### config.mk
export PLATFORM = sky130hd
export DESIGN_NAME = rams_sp_arb2_flat
export DESIGN_NICKNAME = d
export VERILOG_FILES = /design/src/rtl/rams_pkg.sv /design/src/rtl/rams_sp_arb2_if.sv /design/src/rtl/rr_arb2.sv /design/src/rtl/rams_sp_arb2.sv /design/src/flat_wrapper.sv
export SDC_FILE = /design/constraint.sdc
export NUM_CORES = 1
export LEC_CHECK = 0
export ABC_AREA = 1
export ABC_CLOCK_PERIOD_IN_PS = 1050
export BUFFER_PORTS_ARGS = -buffer_cell sky130_fd_sc_hd__clkbuf_2
export CORE_MARGIN = 2
export CORE_UTILIZATION = 29
export CTS_BUF_LIST = sky130_fd_sc_hd__clkbuf_4
export DETAILED_ROUTE_END_ITERATION = 7
export MAX_ROUTING_LAYER = met4
export PLACE_DENSITY = 0.85
export SETUP_SLACK_MARGIN = 0.1
export SLEW_MARGIN = 20
export SYNTH_ARGS = -nofsm -noshare
export SYNTH_HDL_FRONTEND = slang
export SYNTH_SLANG_ARGS = --single-unit
export TNS_END_PERCENT = 1
### constraint.sdc
create_clock -name clk -period 1.05 [get_ports clk]
set_input_delay 0.105 -clock clk [delete_from_list [all_inputs] [get_ports clk]]
set_output_delay 0.105 -clock clk [all_outputs]
set_load 0.1 [all_outputs]
### src/rtl/rams_pkg.sv
// Shared definitions for the single-port 64x20 RAM and its two-client arbiter.
package rams_pkg;

    localparam int RAM_ADDR_W = 6;
    localparam int RAM_DATA_W = 20;

    localparam int P_FETCH = 0;
    localparam int P_CFG   = 1;

    typedef enum logic {
        PORT_FETCH = 1'b0,
        PORT_CFG   = 1'b1
    } port_e;

    typedef struct packed {
        logic                  we;
        logic [RAM_ADDR_W-1:0] addr;
        logic [RAM_DATA_W-1:0] di;
    } ram_req_t;

endpackage

### src/rtl/rams_sp_arb2_if.sv
// Client request/response and RAM port bundle for rams_sp_arb2.
interface rams_sp_arb2_if #(
    parameter int ADDR_W = rams_pkg::RAM_ADDR_W,
    parameter int DATA_W = rams_pkg::RAM_DATA_W
);
    logic              req0, req1;
    logic              we0, we1;
    logic [ADDR_W-1:0] addr0, addr1;
    logic [DATA_W-1:0] di0, di1;
    logic              gnt0, gnt1;
    logic              rvalid0, rvalid1;
    logic [DATA_W-1:0] rdata0, rdata1;
    logic              ram_we;
    logic [ADDR_W-1:0] ram_addr;
    logic [DATA_W-1:0] ram_di;
    logic [DATA_W-1:0] ram_dout;

    modport slave (
        input  req0, req1, we0, we1, addr0, addr1, di0, di1, ram_dout,
        output gnt0, gnt1, rvalid0, rvalid1, rdata0, rdata1,
               ram_we, ram_addr, ram_di
    );

    modport master (
        output req0, req1, we0, we1, addr0, addr1, di0, di1, ram_dout,
        input  gnt0, gnt1, rvalid0, rvalid1, rdata0, rdata1,
               ram_we, ram_addr, ram_di
    );
endinterface

### src/rtl/rr_arb2.sv
// Two-way arbiter: round-robin (RR != 0) or fixed priority to port 0.
module rr_arb2
    import rams_pkg::*;
#(
    parameter int RR = 1
) (
    input  logic       clk,
    input  logic       rst_n,
    input  logic [1:0] i_req,
    output logic [1:0] o_gnt
);
    port_e r_last_gnt;

    always_comb begin
        o_gnt = '0;
        if (rst_n) begin
            unique case (i_req)
                2'b01:   o_gnt = 2'b01;
                2'b10:   o_gnt = 2'b10;
                2'b11: begin
                    if (RR != 0)
                        o_gnt = (r_last_gnt == PORT_CFG) ? 2'b01 : 2'b10;
                    else
                        o_gnt = 2'b01;
                end
                default: o_gnt = '0;
            endcase
        end
    end

    // Reset to "port 1 last" so port 0 wins the first contention.
    always_ff @(posedge clk) begin
        if (!rst_n)
            r_last_gnt <= PORT_CFG;
        else if (|o_gnt)
            r_last_gnt <= o_gnt[P_CFG] ? PORT_CFG : PORT_FETCH;
    end
endmodule

### src/rtl/rams_sp_arb2.sv
// Shares one registered single-port RAM between fetch (port 0) and config (port 1).
module rams_sp_arb2
    import rams_pkg::*;
#(
    parameter int ADDR_W = RAM_ADDR_W,
    parameter int DATA_W = RAM_DATA_W,
    parameter int RR     = 1
) (
    input  logic         clk,
    input  logic         rst_n,
    rams_sp_arb2_if.slave bus
);
    logic [1:0]        w_req;
    logic [1:0]        w_gnt;
    logic              w_we;
    logic [ADDR_W-1:0] w_addr;
    logic [DATA_W-1:0] w_di;
    logic              r_rvalid0;
    logic              r_rvalid1;

    assign w_req = {bus.req1, bus.req0};

    rr_arb2 #(.RR(RR)) u_arb (
        .clk   (clk),
        .rst_n (rst_n),
        .i_req (w_req),
        .o_gnt (w_gnt)
    );

    always_comb begin
        w_we   = 1'b0;
        w_addr = bus.addr0;
        w_di   = bus.di0;
        if (!rst_n) begin
            w_addr = '0;
            w_di   = '0;
        end else if (w_gnt[P_CFG]) begin
            w_we   = bus.we1;
            w_addr = bus.addr1;
            w_di   = bus.di1;
        end else if (w_gnt[P_FETCH]) begin
            w_we   = bus.we0;
        end
    end

    always_ff @(posedge clk) begin
        if (!rst_n) begin
            r_rvalid0 <= 1'b0;
            r_rvalid1 <= 1'b0;
        end else begin
            r_rvalid0 <= w_gnt[P_FETCH] & ~bus.we0;
            r_rvalid1 <= w_gnt[P_CFG]   & ~bus.we1;
        end
    end

    assign bus.gnt0     = w_gnt[P_FETCH];
    assign bus.gnt1     = w_gnt[P_CFG];
    assign bus.ram_we   = w_we;
    assign bus.ram_addr = w_addr;
    assign bus.ram_di   = w_di;
    // Gating with rst_n drops a read whose data would land in a reset cycle.
    assign bus.rvalid0  = r_rvalid0 & rst_n;
    assign bus.rvalid1  = r_rvalid1 & rst_n;
    assign bus.rdata0   = bus.ram_dout;
    assign bus.rdata1   = bus.ram_dout;
endmodule

### src/flat_wrapper.sv
// flat-port wrapper written by rule: the top's interface ports become plain ports
module rams_sp_arb2_flat import rams_pkg::*;
#(
    parameter int ADDR_W = RAM_ADDR_W,
    parameter int DATA_W = RAM_DATA_W,
    parameter int RR     = 1
)
  (clk, rst_n, bus_req0, bus_req1, bus_we0, bus_we1, bus_addr0, bus_addr1, bus_di0, bus_di1, bus_ram_dout, bus_gnt0, bus_gnt1, bus_rvalid0, bus_rvalid1, bus_rdata0, bus_rdata1, bus_ram_we, bus_ram_addr, bus_ram_di);
  rams_sp_arb2_if #(.ADDR_W(ADDR_W), .DATA_W(DATA_W)) bus_i ();
  input  logic clk;
  input  logic rst_n;
  input wire logic [$bits(bus_i.req0)-1:0] bus_req0;
  input wire logic [$bits(bus_i.req1)-1:0] bus_req1;
  input wire logic [$bits(bus_i.we0)-1:0] bus_we0;
  input wire logic [$bits(bus_i.we1)-1:0] bus_we1;
  input wire logic [$bits(bus_i.addr0)-1:0] bus_addr0;
  input wire logic [$bits(bus_i.addr1)-1:0] bus_addr1;
  input wire logic [$bits(bus_i.di0)-1:0] bus_di0;
  input wire logic [$bits(bus_i.di1)-1:0] bus_di1;
  input wire logic [$bits(bus_i.ram_dout)-1:0] bus_ram_dout;
  output wire logic [$bits(bus_i.gnt0)-1:0] bus_gnt0;
  output wire logic [$bits(bus_i.gnt1)-1:0] bus_gnt1;
  output wire logic [$bits(bus_i.rvalid0)-1:0] bus_rvalid0;
  output wire logic [$bits(bus_i.rvalid1)-1:0] bus_rvalid1;
  output wire logic [$bits(bus_i.rdata0)-1:0] bus_rdata0;
  output wire logic [$bits(bus_i.rdata1)-1:0] bus_rdata1;
  output wire logic [$bits(bus_i.ram_we)-1:0] bus_ram_we;
  output wire logic [$bits(bus_i.ram_addr)-1:0] bus_ram_addr;
  output wire logic [$bits(bus_i.ram_di)-1:0] bus_ram_di;
  assign bus_i.req0 = bus_req0;
  assign bus_i.req1 = bus_req1;
  assign bus_i.we0 = bus_we0;
  assign bus_i.we1 = bus_we1;
  assign bus_i.addr0 = bus_addr0;
  assign bus_i.addr1 = bus_addr1;
  assign bus_i.di0 = bus_di0;
  assign bus_i.di1 = bus_di1;
  assign bus_i.ram_dout = bus_ram_dout;
  assign bus_gnt0 = bus_i.gnt0;
  assign bus_gnt1 = bus_i.gnt1;
  assign bus_rvalid0 = bus_i.rvalid0;
  assign bus_rvalid1 = bus_i.rvalid1;
  assign bus_rdata0 = bus_i.rdata0;
  assign bus_rdata1 = bus_i.rdata1;
  assign bus_ram_we = bus_i.ram_we;
  assign bus_ram_addr = bus_i.ram_addr;
  assign bus_ram_di = bus_i.ram_di;
  rams_sp_arb2 #(.ADDR_W(ADDR_W), .DATA_W(DATA_W), .RR(RR)) u_core (.clk(clk), .rst_n(rst_n), .bus(bus_i));
endmodule
==> results by group, run 1 <==
Hold path
  – Hold Path Class: input pin to flip-flop

Power and ir drop
  – Sw Pwr: around 0.0010 W
  – Leakage: about 0.94 nW
  – Comb pwr share: between 80 and 90%
  – Design Power: roughly 0.0019 W
  – Clock share of power: 12.1%
  – Peak supply drop: ~0.58 mV
  – Switching Share: 54.6%
  – Cell Pwr Density: 936 nW/um^2
  – Seq pwr share: 6.7%
  – Total internal power: 0.000850 W

Finish
  – Diodes inserted: 0
  – Fin cells: between 200 and 300
  – Nets: about 300
  – Area growth syn-to-layout: 114%
  – Commonest cells after routing, fill and taps aside: clkbuf_2 (57), buf_12 (35), nand2_1 (34)
  – Final non-filler cell area: 2000 sq um
  – Fraction of layout cells with a size suffix above 1: 68.5%
  – Commonest non-fill, non-tap cell in the layout: clkbuf_2

Place
  – Cells after DPL: 256
  – Placement Setup Slack: -0.192 ns
  – HPWL Detailed: 2640 microns
  – Placed Area: 1920 sq um
  – Placer Congestion: around 0.75
  – Port bufs: 88

CTS
  – Root Driver: clkbuf_4
  – Worst skew pair latency: 0.23 ns
  – # Post-CTS Setup Buffers: 0
  – # hold bufs at CTS: 0
  – Num CTS Buffers: 3
  – Clk sinks: 3
  – Clock Pin Slew Worst Setup and Hold Paths: 0.04 ns
  – Longest Clk Path Bufs: 2
  – CTS tree: built
  – H-tree depth: 1

Timing
  – RSZ-0062 raised after global routing: yes
  – Final Hold Fails: 0
  – Fin worst setup slack: -0.387 ns
  – Setup violations, final: 29
  – Min Tclk post-route: 1.44 ns
  – Final period util: 137%
  – Clock Skew: 0.00411 ns
  – Max Freq: 696 MHz
  – Count of final max-slew check failures: 0
  – Slew headroom: 84.7%
  – Least-Margin Pin Slew: 0.229 ns

Floorplanning
  – Core Box Area: 3050 sq um
  – Die width: 60.8 microns
  – Die H: between 60 and 70 microns
  – Total die area: 3700 sq um
  – Initial Utilization: about 30%
  – # rows: 20
  – Top Ports: 149

Global routing
  – Global Route Usage Sum: 17.5%
  – Vias in the first global route: 1,139
  – Antenna violations before repair: 0
  – Largest net degree at the start of global routing: 21
  – GR Overflow Total: 0
  – First-pass GRT wire length: 4790 microns

Worst setup path
  – Setup crit end kind: output pin
  – Worst Path Arrival: 1.33 ns
  – Startpoint types: flip-flop
  – WP data required: 0.94 ns
  – Crit Path Class: flip-flop to output pin
  – Worst-path fanout max: 15

Routing
  – DRT Wirelength: 3160 microns
  – Via Count: 1,186
  – WL/cell: 12.2 microns
  – Routed Antenna Nets: 0
  – Post-route DRC: 0
  – Routed vias/inst: 4.56
  – Pre-antenna DRT Iters: 4
  – Drt first-iter violations: 48

Logic synthesis
  – Dominant cells by area after synthesis: buf_4 (34%), nand2_1 (15%), nand3_1 (12%)
  – Synth Area per Inst: 5.74 sq um
  – Synthesis Warnings: 0
  – Synth area leader: buf_4
  – Area share of the largest cell type after synthesis: about 34%
  – Distinct cell type count after synthesis: 14
  – Mapped cell area: 936 sq um
  – Syn_nets: approximately 240
  – Post-synthesis sequential area ratio: 6.42%
  – Register bit total from synthesis: 3
  – Synth Instances: 163

Flow run
  – Max cap viols: 0

Outcome
  – Failing checks: setup timing
  – Status: finished, violations left
-- sequential cells by signal (all words and copies together), names as in the netlist --
register                 cells
u_core.r_rvalid1             1
u_core.r_rvalid0             1
u_core.u_arb.r_last_gnt      1
-- timing repair --
item,in CTS,in global routing
cloned,0,0
endpoints found under the setup margin,32,31
pin swaps,13,7
gates resized for setup,11,7
hold endpoints to repair,0,0
-- layout make-up --
class,count,area [sq um]
Fill cell,259,1050
Sequential cell,3,62.6
Inverter,13,48.8
Tap cell,44,55.1
Clock buffer,4,30.0
Timing Repair Buffer,99,1050
Multi-Input combinational cell,97,758
-- worst paths after layout --
| kind | slack, ns | cells past startpoint | endpoint | startpoint |
|---|---|---|---|---|
| hold / removal | 0.06 | 2 | u_core.r_rvalid1 | bus_we1 |
| setup reg to reg | 0.13 | 3 | u_core.r_rvalid1 | u_core.u_arb.r_last_gnt |
| setup / recovery | -0.39 | 6 | bus_ram_di[10] | u_core.u_arb.r_last_gnt |
| hold reg to reg | 0.52 | 2 | u_core.u_arb.r_last_gnt | u_core.u_arb.r_last_gnt |
-- Yosys cell counts --
library cell,instances
a21oi_1,11
a21oi_2,10
buf_2,5
buf_4,43
buf_6,1
clkbuf_1,1
clkinv_1,1
dfxtp_1,3
inv_1,12
nand2_1,37
nand2_2,2
nand3_1,22
nor2_1,14
o211ai_1,1
-- critical path: stages (launching register included) --
cell     delay [ns]
dfxtp_2        0.34
nand2_4        0.08
nand2_4        0.09
buf_12         0.14
nand2_1        0.09
a21oi_4        0.17
buf_12         0.19
-- through the flow --
step / hold WS [ns] / setup TNS, ns / utilization (%)
floorplan: 0.177 / -8.57 / -
finish: 0.0614 / -10.19 / 65.5
CTS: 0.0607 / -10.78 / 64.5
global placement: 0.211 / -3.42 / 62.7
detailed placement: 0.211 / -4.47 / 62.7
global route: 0.0592 / -11.94 / 65.5
-- power by group through the flow --
stage	clock, W	sequential [W]	combinational (W)
2_1_floorplan	0	0.000125	0.00167
3_3_place_gp	0	0.000125	0.00149
3_5_place_dp	0	0.000126	0.00151
4_1_cts	0.000234	0.000125	0.00152
5_1_grt	0.000248	0.000126	0.00158
6_report	0.000226	0.000126	0.00152
-- cell families (layout without fill, tap and decap cells) --
kind of cell,after synthesis,in the layout,share of synthesized area (%)
buf+inv,63,116,44.0
simple gates,75,75,33.6
flops,3,3,6.42
compound gates,22,22,16.0
-- per-layer routing --
metal	routed length, microns	global-route usage (%)	vias up
li1	-	-	577
met1	1120	18.5	526
met2	1620	30.9	68
met3	346	4.69	15
met4	70	6.52	0
met5	0	-	-
(Power assumes the default switching activity.)
==> run 2, diff against run 1 <==
--- a/config.mk
+++ b/config.mk
@@ -12,7 +12,7 @@
 export CORE_UTILIZATION = 29
 export CTS_BUF_LIST = sky130_fd_sc_hd__clkbuf_4
 export DETAILED_ROUTE_END_ITERATION = 7
-export MAX_ROUTING_LAYER = met4
+export GPL_TIMING_DRIVEN = 0
 export PLACE_DENSITY = 0.85
 export SETUP_SLACK_MARGIN = 0.1
 export SLEW_MARGIN = 20
==> run 2 against run 1 <==
- the run still ends with setup timing left
- non-clock buffer count up 84
- die area unchanged
- count of clock-buffer cells in the layout unchanged
- utilization rose by 23 points
- cell count increased by 32%
- flip-flop and latch count unchanged
- register-to-register slack got worse by 0.13 ns
==> results by group, run 2 (synthesis results as in run 1) <==
Worst setup path
  – Worst-path fanout max: 8 (-7)
  – Critical path buffers and inverters: 2 (unchanged)
  – Cell family with most CP delay: buffers and inverters
  – Slowest stage cell, crit path: dfxtp_2
  – Cells along the critical path: nand2_4 -> nand2_8 -> buf_6 -> nand2_2 -> a21oi_4 -> clkbuf_16
  – Max stage delay on crit path: 0.35 ns (about the same)
  – Crit Path Class: flip-flop to output pin
  – Startpoint types: flip-flop
  – WP data required: 0.94 ns (about the same)
  – Worst Path Arrival: 1.45 ns (+0.12 ns)
  – Setup crit end kind: output pin

Global routing
  – Largest net degree at the start of global routing: 11 (-48%)
  – Global Route Usage Sum: 28.9% (+11 points)
  – Global Route met1 Usage: 26.6% (+8.1 points)
  – Met3 usage: 8.10% (+3.4 points)
  – Antenna violations before repair: 0 (unchanged)
  – Vias in the first global route: 1,620 (+42%)
  – GR Overflow Total: 0 (unchanged)
  – First-pass GRT wire length: 7650 microns (+60%)
  – Most Crowded Layer GR: met2
  – Met2 Usage GRT: 55.1% (+24 points)

Timing
  – Count of final max-slew check failures: 0 (unchanged)
  – Slew headroom: 63.4% (-21 points)
  – Least-Margin Pin Slew: 0.550 ns (+0.321 ns)
  – Final period util: 148% (+11 points)
  – Setup violations, final: 29 (unchanged)
  – Clock Skew: 0.00667 ns (+0.00256 ns)
  – Hold_ws: 0.0725 ns (+0.0111 ns)
  – Fin worst setup slack: -0.501 ns (-0.114 ns)
  – Max Freq: 645 MHz (-7.4%)
  – Final Hold Fails: 0 (unchanged)
  – Min Tclk post-route: 1.55 ns (+0.114 ns)
  – RSZ-0062 raised after global routing: yes

Routing
  – Pre-antenna DRT Iters: 4 (unchanged)
  – Routed vias/inst: 4.72 (+3.6%)
  – DRT Wirelength: 5490 microns (+74%)
  – Post-route DRC: 0 (unchanged)
  – Via Count: 1,625 (+37%)
  – WL/cell: 16.0 microns (+31%)
  – Drt first-iter violations: 74 (+54%)
  – Routed Antenna Nets: 0 (unchanged)

Finish
  – Commonest non-fill, non-tap cell in the layout: clkbuf_2
  – Commonest cells after routing, fill and taps aside: clkbuf_2 (98), buf_4 (44), clkbuf_16 (28)
  – Fraction of layout cells with a size suffix above 1: 83.0% (+14 points)
  – Area growth syn-to-layout: 188%
  – Diodes inserted: 0 (unchanged)
  – Nets: 379 (+28%)
  – Biggest regs: u_core.r_rvalid0 (1), u_core.r_rvalid1 (1), u_core.u_arb.r_last_gnt (1)
  – Util after Layout: 88.3% (+23 points)

Floorplanning
  – # rows: 20 (unchanged)
  – Core Box Area: 3050 sq um (unchanged)
  – Total die area: 3700 sq um (unchanged)
  – Initial Utilization: 30.7% (unchanged)
  – Die H: 60.8 microns (unchanged)
  – Die width: 60.8 microns (unchanged)
  – Top Ports: 149 (unchanged)

CTS
  – Clock Pin Slew Worst Setup and Hold Paths: 0.04 ns (about the same)
  – Longest Clk Path Bufs: 2 (unchanged)
  – Worst skew pair latency: 0.26 ns (+0.03 ns)
  – # hold bufs at CTS: 0 (unchanged)
  – Clk sinks: 3 (unchanged)
  – CTS tree: built
  – Num CTS Buffers: 3 (unchanged)
  – Root Driver: clkbuf_4
  – H-tree depth: 1 (unchanged)

Outcome
  – Failing checks: setup timing
  – Status: finished, violations left

Power and ir drop
  – Peak supply drop: 0.847 mV (+47%)
  – Design Power: 0.00279 W (+49%)
  – Leakage: 1.38 nW (+47%)
  – Cell Pwr Density: 1040 nW/um^2 (+11%)

Hold path
  – Hold Path Class: input pin to flip-flop

Place
  – Port bufs: 128 (+45%)
  – Placer Congestion: 0.679 (-9.1%)
  – Placement Setup Slack: -0.480 ns (-0.288 ns)
  – HPWL Detailed: 2980 microns (+13%)

Flow run
  – Max cap viols: 0 (unchanged)
[run 2: changes by cell type in the layout (fill, tap and decap cells not counted), sizes merged]
cell / delta
buf: +13
clkbuf: +71
[run 2: worst paths after layout]
path | slack [ns] | start | end | cells past startpoint
setup / recovery | -0.50 | u_core.u_arb.r_last_gnt | bus_ram_di[2] | 6
hold / removal | 0.07 | bus_we0 | u_core.r_rvalid0 | 2
setup reg to reg | 0 | u_core.u_arb.r_last_gnt | u_core.r_rvalid1 | 4
hold reg to reg | 0.55 | u_core.u_arb.r_last_gnt | u_core.u_arb.r_last_gnt | 2
[run 2: final cells by class]
| type | instances | area (sq um) |
|---|---|---|
| Clock buffer | 4 | 30.0 |
| Sequential cell | 3 | 61.3 |
| Fill cell | 154 | 358 |
| Buffer | 50 | 392 |
| Inverter | 13 | 48.8 |
| Multi-Input combinational cell | 97 | 830 |
| Tap cell | 44 | 55.1 |
| Timing Repair Buffer | 133 | 1280 |
[run 2: where the power goes]
part | leakage [nW] | internal (W) | total, W | switching [W]
Combinational | 1.34 | 0.000747 | 0.00241 | 0.00166
Clock | 0.0184 | 0.000170 | 0.000257 | 0.0000870
Sequential | 0.0245 | 0.000121 | 0.000126 | 0.00000443
[run 2: per-layer routing]
layer | vias up | routed length [microns]
li1 | 746 | -
met1 | 751 | 1820
met2 | 114 | 2950
met3 | 14 | 539
met4 | 0 | 182
met5 | - | 0
[run 2: worst reg2reg max path, cell delays in order (launching register included)]
cell	delay [ns]
dfxtp_2	0.33
nand2_4	0.12
nand3_1	0.23
nor2_4	0.21
buf_4	0.12
[run 2: through the flow]
stage | instances | TNS, ns | cell area [sq um]
6_report | 344 | -12.75 | 2700
5_1_grt | 344 | -13.86 | 2700
4_1_cts | 344 | -11.82 | 2650
3_5_place_dp | 335 | -12.14 | 1890
3_3_place_gp | 335 | -13.24 | 1890
2_1_floorplan | 163 | -8.57 | 1200
[run 2: repair_timing]
item                                    in CTS  in global routing
pin swaps                                   22                  4
gates cloned                                 3                  0
endpoints found under the setup margin      32                 32
setup buffers                                2                  0
resized for setup                          124                 13
==> run 3, diff against run 2 <==
--- a/config.mk
+++ b/config.mk
@@ -8,12 +8,14 @@
 export ABC_AREA = 1
 export ABC_CLOCK_PERIOD_IN_PS = 1050
 export BUFFER_PORTS_ARGS = -buffer_cell sky130_fd_sc_hd__clkbuf_2
+export CELL_PAD_IN_SITES_DETAIL_PLACEMENT = 2
+export CELL_PAD_IN_SITES_GLOBAL_PLACEMENT = 2
 export CORE_MARGIN = 2
-export CORE_UTILIZATION = 29
+export CORE_UTILIZATION = 11
 export CTS_BUF_LIST = sky130_fd_sc_hd__clkbuf_4
 export DETAILED_ROUTE_END_ITERATION = 7
 export GPL_TIMING_DRIVEN = 0
-export PLACE_DENSITY = 0.85
+export PLACE_DENSITY = 0.86
 export SETUP_SLACK_MARGIN = 0.1
 export SLEW_MARGIN = 20
 export SYNTH_ARGS = -nofsm -noshare
==> run 3 against run 2 <==
- power shrank 1.1%
- routed wire length is 3.4% higher
- critical endpoint is now bus_ram_di[8]
- die area grew to 2.5 times the previous value
- sequential share of layout area about the same
- non-clock buffer count down 2
- the flow still finishes with violations (setup timing)
- maximum frequency grew 1.0%
- clock skew down 0.0025 ns
==> results by group, run 3 (synthesis results as in run 1) <==
Outcome
  – Status: finished, violations left
  – Failing checks: setup timing

Routing
  – Routed vias/inst: 3.91 (-17%)
  – Via Count: 1,576 (-3.0%)
  – Pre-antenna DRT Iters: 4 (unchanged)
  – DRT Wirelength: 5680 microns (+3.4%)
  – Post-route DRC: 0 (unchanged)
  – Routed Antenna Nets: 0 (unchanged)
  – WL/cell: 14.1 microns (-12%)
  – Drt first-iter violations: 9 (-88%)

CTS
  – Longest Clk Path Bufs: 2 (unchanged)
  – Clock Pin Slew Worst Setup and Hold Paths: 0.04 ns (about the same)
  – Root Driver: clkbuf_4
  – Worst skew pair latency: 0.24 ns (-0.02 ns)
  – H-tree depth: 1 (unchanged)
  – CTS tree: built
  – Clk sinks: 3 (unchanged)
  – Num CTS Buffers: 3 (unchanged)
  – # hold bufs at CTS: 0 (unchanged)

Worst setup path
  – Worst Path Arrival: 1.43 ns (-0.02 ns)
  – WP data required: 0.94 ns (about the same)
  – Worst-path fanout max: 7 (-1)
  – Startpoint types: flip-flop
  – Crit Path Class: flip-flop to output pin
  – Max stage delay on crit path: 0.34 ns (about the same)
  – Slowest stage cell, crit path: dfxtp_2
  – Setup crit end kind: output pin
  – Cells along the critical path: nand2_4 -> nand2_8 -> bufbuf_16 -> nor2_2 -> nor2_4 -> clkbuf_16

Place
  – Placer Congestion: 0.645 (-5.1%)
  – HPWL Detailed: 4350 microns (+46%)
  – Cells after DPL: 396 (+18%)
  – Port bufs: 128 (unchanged)

Finish
  – Commonest non-fill, non-tap cell in the layout: clkbuf_2
  – Diodes inserted: 0 (unchanged)
  – Area growth syn-to-layout: 195%
  – Fraction of layout cells with a size suffix above 1: 78.9% (-4.1 points)
  – Commonest cells after routing, fill and taps aside: clkbuf_2 (98), buf_4 (43), clkbuf_16 (31)
  – Biggest regs: u_core.r_rvalid0 (1), u_core.r_rvalid1 (1), u_core.u_arb.r_last_gnt (1)
  – Nets: 377 (-0.53%)
  – Fin cells: 403 (+17%)

Timing
  – Setup violations, final: 29 (unchanged)
  – Count of final max-slew check failures: 0 (unchanged)
  – RSZ-0062 raised after global routing: yes
  – Fin Setup TNS: -12.41 ns (+0.348 ns)
  – Least-Margin Pin Slew: 0.588 ns (+0.0384 ns)
  – Final period util: 146% (-1.5 points)
  – Clock Skew: 0.00420 ns (-0.00247 ns)
  – Max Freq: 651 MHz (+1.0%)
  – Slew headroom: 60.8% (-2.6 points)
  – Fin worst setup slack: -0.486 ns (+0.0157 ns)
  – Final Hold Fails: 0 (unchanged)
  – Min Tclk post-route: 1.54 ns (-0.0157 ns)

Power and ir drop
  – Sw Pwr: 0.00171 W (-2.5%)
  – Leakage: 1.39 nW (+0.59%)
  – Clock share of power: 8.6% (-0.6 points)
  – Design Power: 0.00276 W (-1.1%)
  – Peak supply drop: 0.450 mV (-47%)
  – Total internal power: 0.00105 W (+1.3%)
  – Switching Share: 61.9% (-0.90 points)
  – Cell Pwr Density: 1000 nW/um^2 (-3.4%)
  – Seq pwr share: 4.6% (about the same)
  – Comb pwr share: 86.8% (+0.5 points)

Floorplanning
  – # rows: 33 (+65%)
  – Initial Utilization: 11.4% (-19 points)
  – Die H: 96.2 microns (+58%)
  – Die width: 96.2 microns (+58%)
  – Top Ports: 149 (unchanged)
  – Core Box Area: 8220 sq um (+170%)
  – Total die area: 9260 sq um (+150%)

Global routing
  – Global Route Usage Sum: 11.5% (-17 points)
  – Vias in the first global route: 1,788 (+10%)
  – GR Overflow Total: 0 (unchanged)
  – First-pass GRT wire length: 8330 microns (+8.8%)
  – Antenna violations before repair: 0 (unchanged)
  – Largest net degree at the start of global routing: 11 (unchanged)

Flow run
  – Max cap viols: 0 (unchanged)

Hold path
  – Hold Path Class: input pin to flip-flop
run 3: stage by stage:
stage / worst slack [ns] / util, % / hold slack [ns] / cell area (sq um)
after floorplan: -0.326 / - / 0.177 / 1200
after global placement: -0.697 / 24.0 / 0.291 / 1970
after detailed placement: -0.512 / 24.0 / 0.306 / 1970
after CTS: -0.483 / 33.1 / 0.0480 / 2720
after global routing: -0.534 / 33.6 / 0.0578 / 2760
final: -0.486 / 33.6 / 0.0439 / 2760
run 3: critical path, delay by kind of cell (launching register included):
kind,cells,cell delay [ns]
simple gates,4,0.36
buf+inv,2,0.48
flops,1,0.34
run 3: layer usage:
metal  track usage (%)  up-vias  wire [microns]
li1                  -      742               -
met1              10.5      743            1710
met2              25.3       85            3450
met3              1.88        6             461
met4              2.98        0              58
met5                 0        -               0
run 3: worst paths after layout:
check                               start                       to  slack (ns)  cells after the start
setup / recovery  u_core.u_arb.r_last_gnt            bus_ram_di[8]       -0.49                      6
hold / removal                    bus_we0         u_core.r_rvalid0        0.04                      2
setup reg to reg  u_core.u_arb.r_last_gnt         u_core.r_rvalid1        0.12                      3
hold reg to reg   u_core.u_arb.r_last_gnt  u_core.u_arb.r_last_gnt        0.55                      2
run 3: power groups by stage:
| stage | Sequential (W) | Combinational [W] | Clock (W) |
|---|---|---|---|
| 3_3_place_gp | 0.000125 | 0.00197 | 0 |
| 6_report | 0.000126 | 0.00240 | 0.000238 |
| 3_5_place_dp | 0.000125 | 0.00200 | 0 |
| 5_1_grt | 0.000126 | 0.00249 | 0.000254 |
| 2_1_floorplan | 0.000125 | 0.00167 | 0 |
| 4_1_cts | 0.000126 | 0.00239 | 0.000240 |
run 3: final cells by class:
class                      instances  area [sq um]
sequential                         3          63.8
fill                             925          5460
buffer                            50           392
inverter                          13          48.8
timing repair buffer             131          1310
clock buffer                       4          30.0
multi-input combinational         97           787
tap                              105           131
run 3: repair_timing:
item / 4_1_cts / 5_1_grt
endpoints found under the hold margin: 0 / 0
pin swaps: 3 / 8
cloned: 1 / 1
resized for setup: 116 / 6
endpoints found under the setup margin: 32 / 32
setup buffers: 1 / 0
